==> src/rtl/spm_arbiter_if.sv <==
// Bus bundle between two requesters, the shared SPM and the arbiter.
// The arbiter connects through the slave modport; the driving environment uses master.
interface spm_arbiter_if;
  logic        req0;
  logic [31:0] mp0;
  logic [31:0] mc0;
  logic        ack0;
  logic        req1;
  logic [31:0] mp1;
  logic [31:0] mc1;
  logic        ack1;
  logic        spm_start;
  logic [31:0] spm_mp;
  logic [31:0] spm_mc;
  logic [63:0] spm_p;
  logic        spm_done;
  logic [63:0] res_p;
  logic        res_vld;
  logic        res_id;
  logic        res_err;
  logic        busy;

  modport slave (
    input  req0, mp0, mc0, req1, mp1, mc1, spm_p, spm_done,
    output ack0, ack1, spm_start, spm_mp, spm_mc, res_p, res_vld, res_id, res_err, busy
  );

  modport master (
    output req0, mp0, mc0, req1, mp1, mc1, spm_p, spm_done,
    input  ack0, ack1, spm_start, spm_mp, spm_mc, res_p, res_vld, res_id, res_err, busy
  );
endinterface

==> src/rtl/spm_arbiter.sv <==
// Round-robin arbiter sharing one serial/parallel multiplier between two requesters,
// with a WAIT-state timeout that aborts a job whose SPM never reports done.
module spm_arbiter #(
  parameter int TIMEOUT = 100
) (
  input  logic         clk,
  input  logic         rst,
  spm_arbiter_if.slave bus
);

  localparam int CNT_W = 10;
  localparam logic [CNT_W-1:0] CNT_LAST = CNT_W'(TIMEOUT - 1);

  typedef enum logic [1:0] {IDLE, LAUNCH, WAIT, RESP} state_e;

  state_e            state_q, state_d;
  logic [CNT_W-1:0]  cnt_q, cnt_d;
  logic              last_q, last_d;
  logic              win_q, win_d;
  logic              ack0_q, ack0_d;
  logic              ack1_q, ack1_d;
  logic              start_q, start_d;
  logic [31:0]       mp_q, mp_d;
  logic [31:0]       mc_q, mc_d;
  logic [63:0]       res_p_q, res_p_d;
  logic              res_vld_q, res_vld_d;
  logic              res_id_q, res_id_d;
  logic              res_err_q, res_err_d;
  logic              busy_q, busy_d;
  logic              pick;

  // On a tie the requester that was not served last wins.
  assign pick = (bus.req0 && bus.req1) ? ~last_q : bus.req1;

  always_comb begin
    state_d   = state_q;
    cnt_d     = cnt_q;
    last_d    = last_q;
    win_d     = win_q;
    mp_d      = mp_q;
    mc_d      = mc_q;
    res_p_d   = res_p_q;
    res_id_d  = res_id_q;
    res_err_d = res_err_q;
    ack0_d    = 1'b0;
    ack1_d    = 1'b0;
    start_d   = 1'b0;
    res_vld_d = 1'b0;
    case (state_q)
      IDLE: begin
        if (bus.req0 || bus.req1) begin
          state_d = LAUNCH;
          win_d   = pick;
          mp_d    = pick ? bus.mp1 : bus.mp0;
          mc_d    = pick ? bus.mc1 : bus.mc0;
          ack0_d  = ~pick;
          ack1_d  = pick;
          start_d = 1'b1;
        end
      end
      LAUNCH: begin
        state_d = WAIT;
        cnt_d   = '0;
      end
      WAIT: begin
        // cnt_q==0 is the first WAIT cycle, where done may still be left over from the previous job.
        if ((cnt_q != '0) && bus.spm_done) begin
          state_d   = RESP;
          res_p_d   = bus.spm_p;
          res_err_d = 1'b0;
          res_id_d  = win_q;
          res_vld_d = 1'b1;
        end else if (cnt_q == CNT_LAST) begin
          state_d   = RESP;
          res_p_d   = '0;
          res_err_d = 1'b1;
          res_id_d  = win_q;
          res_vld_d = 1'b1;
        end else begin
          cnt_d = cnt_q + CNT_W'(1);
        end
      end
      RESP: begin
        state_d = IDLE;
        last_d  = win_q;
      end
      default: state_d = IDLE;
    endcase
    busy_d = (state_d != IDLE);
  end

  always_ff @(posedge clk) begin
    if (!rst) begin
      state_q   <= IDLE;
      cnt_q     <= '0;
      last_q    <= 1'b1;
      win_q     <= 1'b0;
      ack0_q    <= 1'b0;
      ack1_q    <= 1'b0;
      start_q   <= 1'b0;
      mp_q      <= '0;
      mc_q      <= '0;
      res_p_q   <= '0;
      res_vld_q <= 1'b0;
      res_id_q  <= 1'b0;
      res_err_q <= 1'b0;
      busy_q    <= 1'b0;
    end else begin
      state_q   <= state_d;
      cnt_q     <= cnt_d;
      last_q    <= last_d;
      win_q     <= win_d;
      ack0_q    <= ack0_d;
      ack1_q    <= ack1_d;
      start_q   <= start_d;
      mp_q      <= mp_d;
      mc_q      <= mc_d;
      res_p_q   <= res_p_d;
      res_vld_q <= res_vld_d;
      res_id_q  <= res_id_d;
      res_err_q <= res_err_d;
      busy_q    <= busy_d;
    end
  end

  assign bus.ack0      = ack0_q;
  assign bus.ack1      = ack1_q;
  assign bus.spm_start = start_q;
  assign bus.spm_mp    = mp_q;
  assign bus.spm_mc    = mc_q;
  assign bus.res_p     = res_p_q;
  assign bus.res_vld   = res_vld_q;
  assign bus.res_id    = res_id_q;
  assign bus.res_err   = res_err_q;
  assign bus.busy      = busy_q;

endmodule
==> src/flat_wrapper.sv <==
// flat-port wrapper written by rule: the top's interface ports become plain ports
module spm_arbiter_flat 
#(
  parameter int TIMEOUT = 100
)
  (clk, rst, bus_req0, bus_mp0, bus_mc0, bus_req1, bus_mp1, bus_mc1, bus_spm_p, bus_spm_done, bus_ack0, bus_ack1, bus_spm_start, bus_spm_mp, bus_spm_mc, bus_res_p, bus_res_vld, bus_res_id, bus_res_err, bus_busy);
  spm_arbiter_if bus_i ();
  input  logic clk;
  input  logic rst;
  input wire logic [$bits(bus_i.req0)-1:0] bus_req0;
  input wire logic [$bits(bus_i.mp0)-1:0] bus_mp0;
  input wire logic [$bits(bus_i.mc0)-1:0] bus_mc0;
  input wire logic [$bits(bus_i.req1)-1:0] bus_req1;
  input wire logic [$bits(bus_i.mp1)-1:0] bus_mp1;
  input wire logic [$bits(bus_i.mc1)-1:0] bus_mc1;
  input wire logic [$bits(bus_i.spm_p)-1:0] bus_spm_p;
  input wire logic [$bits(bus_i.spm_done)-1:0] bus_spm_done;
  output wire logic [$bits(bus_i.ack0)-1:0] bus_ack0;
  output wire logic [$bits(bus_i.ack1)-1:0] bus_ack1;
  output wire logic [$bits(bus_i.spm_start)-1:0] bus_spm_start;
  output wire logic [$bits(bus_i.spm_mp)-1:0] bus_spm_mp;
  output wire logic [$bits(bus_i.spm_mc)-1:0] bus_spm_mc;
  output wire logic [$bits(bus_i.res_p)-1:0] bus_res_p;
  output wire logic [$bits(bus_i.res_vld)-1:0] bus_res_vld;
  output wire logic [$bits(bus_i.res_id)-1:0] bus_res_id;
  output wire logic [$bits(bus_i.res_err)-1:0] bus_res_err;
  output wire logic [$bits(bus_i.busy)-1:0] bus_busy;
  assign bus_i.req0 = bus_req0;
  assign bus_i.mp0 = bus_mp0;
  assign bus_i.mc0 = bus_mc0;
  assign bus_i.req1 = bus_req1;
  assign bus_i.mp1 = bus_mp1;
  assign bus_i.mc1 = bus_mc1;
  assign bus_i.spm_p = bus_spm_p;
  assign bus_i.spm_done = bus_spm_done;
  assign bus_ack0 = bus_i.ack0;
  assign bus_ack1 = bus_i.ack1;
  assign bus_spm_start = bus_i.spm_start;
  assign bus_spm_mp = bus_i.spm_mp;
  assign bus_spm_mc = bus_i.spm_mc;
  assign bus_res_p = bus_i.res_p;
  assign bus_res_vld = bus_i.res_vld;
  assign bus_res_id = bus_i.res_id;
  assign bus_res_err = bus_i.res_err;
  assign bus_busy = bus_i.busy;
  spm_arbiter #(.TIMEOUT(TIMEOUT)) u_core (.clk(clk), .rst(rst), .bus(bus_i));
endmodule
==> config.mk <==
export PLATFORM = sky130hd
export DESIGN_NAME = spm_arbiter_flat
export DESIGN_NICKNAME = d
export VERILOG_FILES = /design/src/rtl/spm_arbiter_if.sv /design/src/rtl/spm_arbiter.sv /design/src/flat_wrapper.sv
export SDC_FILE = /design/constraint.sdc
export NUM_CORES = 1
export LEC_CHECK = 0
export ABC_AREA = 1
export ABC_CLOCK_PERIOD_IN_PS = 1700
export CORE_AREA = 2 2 127 129
export DETAILED_ROUTE_END_ITERATION = 12
export DIE_AREA = 0 0 129 131
export GPL_TIMING_DRIVEN = 0
export PLACE_DENSITY = 0.8
export REMOVE_ABC_BUFFERS = 1
export SYNTH_ARGS = -nofsm -noshare
export SYNTH_HDL_FRONTEND = slang
export SYNTH_SLANG_ARGS = --single-unit
==> constraint.sdc <==
create_clock -name clk -period 1.7 [get_ports clk]
set_input_delay 0.17 -clock clk [delete_from_list [all_inputs] [get_ports clk]]
set_output_delay 0.17 -clock clk [all_outputs]
set_load 0.01 [all_outputs]
==> results.json <==
{
  "critical_path_start_end_classification": "reg -> reg",
  "worst_path_dominant_cell_family": "buffers and inverters",
  "critical_path.startpoint": "u_core.state_q[0]$_SDFF_PN0_",
  "power_density_nw_per_um2": 1370,
  "tightestPinTransition_ns": 0.560,
  "clk_pin_slew_ns": 0.06,
  "power_frac_seq": 0.328,
  "worst_ep_arrival_time_ns": 1.89,
  "total_die_area_sq_um": 16900,
  "synth_top_cells_by_count": "nand2_1 (295), dfxtp_1 (149), a21oi_1 (74), o21ai_0 (70), a31oi_1 (65)",
  "filler_cell_count": 1266,
  "dp_hpwl_mm": 14.0,
  "ctsHtreeMaxLevel": 4,
  "post_synthesis_compound_gate_area_fraction": 0.190,
  "synth_edf_count": 0,
  "grt_pass1_vias": 6007,
  "final-max-slew-violation-count": 0,
  "crit-reg2reg-launch": "u_core.state_q[0]$_SDFF_PN0_",
  "cp.required_ns": 1.98,
  "synth.yosys.seq_area_share": 0.498,
  "leakage_uw": 0.00390,
  "cts_buffer_depth": 2,
  "placement.io_buffers": 331,
  "area_growth_syn_to_layout_pct": 72.5,
  "skew_final_ns": 0.0129,
  "worstHoldPathType": "in -> reg",
  "final_layout_size_suffix_gt1_frac": 0.0653,
  "totalWireLength_mm": 20.8,
  "drcViolationCount": 0,
  "cp_cell_sequence": "inv_1, ha_1, o21ai_2, inv_4, buf_16, o21ai_0, a31oi_1",
  "synth_top_area_cell": "dfxtp_1",
  "place.detailed.instances": 1291,
  "worstPathMaxFanout": 30,
  "clockRootBuffer": "clkbuf_16",
  "routed_via_density": 4.85,
  "final_min_period_over_clock_period": 0.943,
  "hold_path_startpoint": "rst",
  "cts_tree": "done",
  "placement_rows": 46,
  "report.final.hold_viol_count": 0,
  "clock_power_share": 0.306,
  "globalplace.congestion": 0.812,
  "initial_core_util": 0.384,
  "switching_power_uw": 4570,
  "final_nets": 1308,
  "synth.most_common_cell": "nand2_1",
  "setup_tns_ns": 0,
  "yosys.area_share.xor_xnor": 0,
  "synthArstFlopShare": 0,
  "dominantRegCellSynth": "dfxtp_1",
  "critPathMaxStageDelay_ns": 0.37,
  "coreArea_sq_um": 15600,
  "detail_route.first_pass.iterations": 5,
  "rsz_0062_raised_after_global_routing": "no",
  "die_width_um": 129,
  "max-cap-violations": 0,
  "yosysUniqueCellTypes": 26,
  "dr.first_iter.drc_count": 300,
  "ys_top_cells_by_area": "dfxtp_1 (50%), nand2_1 (18%), a31oi_1 (6.8%)",
  "netSwitchingFraction": 0.321,
  "synth_fa_ha_area_frac": 0.0125,
  "multi_input_comb_area_sq_um": 2670,
  "worst_slew_margin_rel": 0.627,
  "endpoint_kind": "register",
  "yosys_register_bits": 149,
  "synth.mux.area_fraction": 0,
  "drtAntennaViolNets": 0,
  "routed_wire_length_per_instance_um": 15.6,
  "largest_family_of_logic_cells_by_synthesized_area": "simple AND/OR/NAND/NOR gates",
  "stdcell_count": 1334,
  "insertion_delay_ns": 0.42,
  "cts.sinks": 149,
  "synth_simple_gate_area_frac": 0.232,
  "cp_slowest_cell": "dfxtp_1",
  "mappedNetlistArea_sq_um": 5990,
  "dpl-instance-area_sq_um": 9380,
  "vias_after_detailed_routing": 6464,
  "synth_warnings": 0,
  "run_status": "completed",
  "worst_setup_path_start_kind": "register",
  "avgSynthCellArea_sq_um": 7.50,
  "final-setup-viol-count": 0,
  "boundaryPins": 332,
  "sequential_cell_area_sq_um": 2980,
  "grt_first_pass_wirelength_mm": 30.6,
  "antenna-diode-count": 0,
  "grt_start_max_net_pins": 65,
  "fmaxAchievable_ghz": 0.623,
  "worstPathBufferInverterCount": 3,
  "die_height_um": 131,
  "post-synth-top-area-fraction": 0.498,
  "power.ir.vdd_worst_mv": 0.735,
  "cellInternalPower_uw": 9650,
  "timing.final.crit_period_ns": 1.60,
  "final_cell_area_sq_um": 10300,
  "cts-buffers-inserted": 17,
  "overflow": 0,
  "power_frac_comb": 0.365,
  "timing.reg2reg.setup_slack_ns": 0.1,
  "grt_antenna_before_repair": 0,
  "grt_util_all_layers": 0.232,
  "power_total_uw": 14200,
  "synthesis.instances": 799
}
-- routing by layer --
layer,global-route usage,up-vias,part of all wire
met5,0,-,0
met4,0.101,0,0.027
met3,0.0924,32,0.10
met2,0.410,267,0.50
met1,0.246,2895,0.37
li1,-,3270,-
-- kinds of logic (layout without fill, tap and decap cells) --
| logic type | Yosys count | in the layout |
|---|---|---|
| flops | 149 | 149 |
| buf+inv | 88 | 406 |
| compound gates | 210 | 210 |
| fa+ha+maj | 6 | 6 |
| simple gates | 346 | 347 |
-- timing repair --
action	CTS	global route
pin swaps	0	2
cloned	2	3
buffers inserted	1	5
endpoints found under the hold margin	0	0
resized for setup	19	12
hold buffers	0	0
endpoints found under the setup margin	136	79
-- registers in the layout (all words and copies together), names as in the netlist, 2 cells and up --
register and cells:
u_core.bus.res_p 64, u_core.state_q 2, u_core.bus.spm_mc 32, u_core.bus.spm_mp 32, u_core.cnt_q 10
-- cell type report --
class	instances	area share
timing repair buffer	345	0.344
sequential	149	0.289
multi-input combinational	563	0.259
clock buffer	18	0.0425
tap	216	0.0261
clock inverter	14	0.0237
inverter	28	0.0146
timing repair inverter	1	0.00157
-- cells in the final DEF (no fill, tap or decap), types with 3 or more instances in the layout --
master           count
inv_6                3
a21oi_1             73
dfxtp_1            148
clkdlybuf4s50_1    330
nor2_1              22
buf_4                4
o21ai_0             69
a31oi_1             65
inv_2                4
inv_4                3
buf_12               5
ha_1                 5
inv_1               19
bufinv_16            6
nand3_4              4
nor3_1               4
nand2_1            294
nand4_1              9
nand3_1              6
clkbuf_16           19
-- per-stage QoR --
stage,worst slack [ns],hold slack (ns),util
after floorplan,-1.19,0.286,-
after global placement,-4.28,0.447,0.595
after detailed placement,-0.843,0.451,0.602
after CTS,0.0202,0.231,0.654
after global routing,0.000522,0.270,0.663
final,0.0961,0.256,0.663
-- worst reg2reg max path: cells and delay by family (launching register included) --
| family | cells | cell delay [ns] |
|---|---|---|
| AOI/OAI and AO/OA | 3 | 0.42 |
| adders and majority gates | 1 | 0.23 |
| buffers and inverters | 3 | 0.45 |
| DFF | 1 | 0.37 |
-- final timing paths --
| check | end | depth (start not counted) |
|---|---|---|
| setup reg to reg | u_core.bus.spm_mc[31]$_SDFFE_PN0P_ | 7 |
| hold reg to reg | u_core.bus.res_p[28]$_SDFFE_PN0P_ | 2 |
| setup / recovery | u_core.bus.spm_mc[31]$_SDFFE_PN0P_ | 7 |
| hold / removal | u_core.cnt_q[0]$_SDFFE_PN0P_ | 3 |
-- power by group through the flow --
| stage | clock network, uW | logic, uW | registers [uW] |
|---|---|---|---|
| 5_1_grt | 4560 | 5610 | 4760 |
| 3_5_place_dp | 0 | 4700 | 4720 |
| 3_3_place_gp | 0 | 3890 | 4470 |
| 6_report | 4350 | 5190 | 4670 |
| 2_1_floorplan | 0 | 1760 | 5050 |
| 4_1_cts | 4420 | 5000 | 4660 |
(Power assumes the default switching activity.)
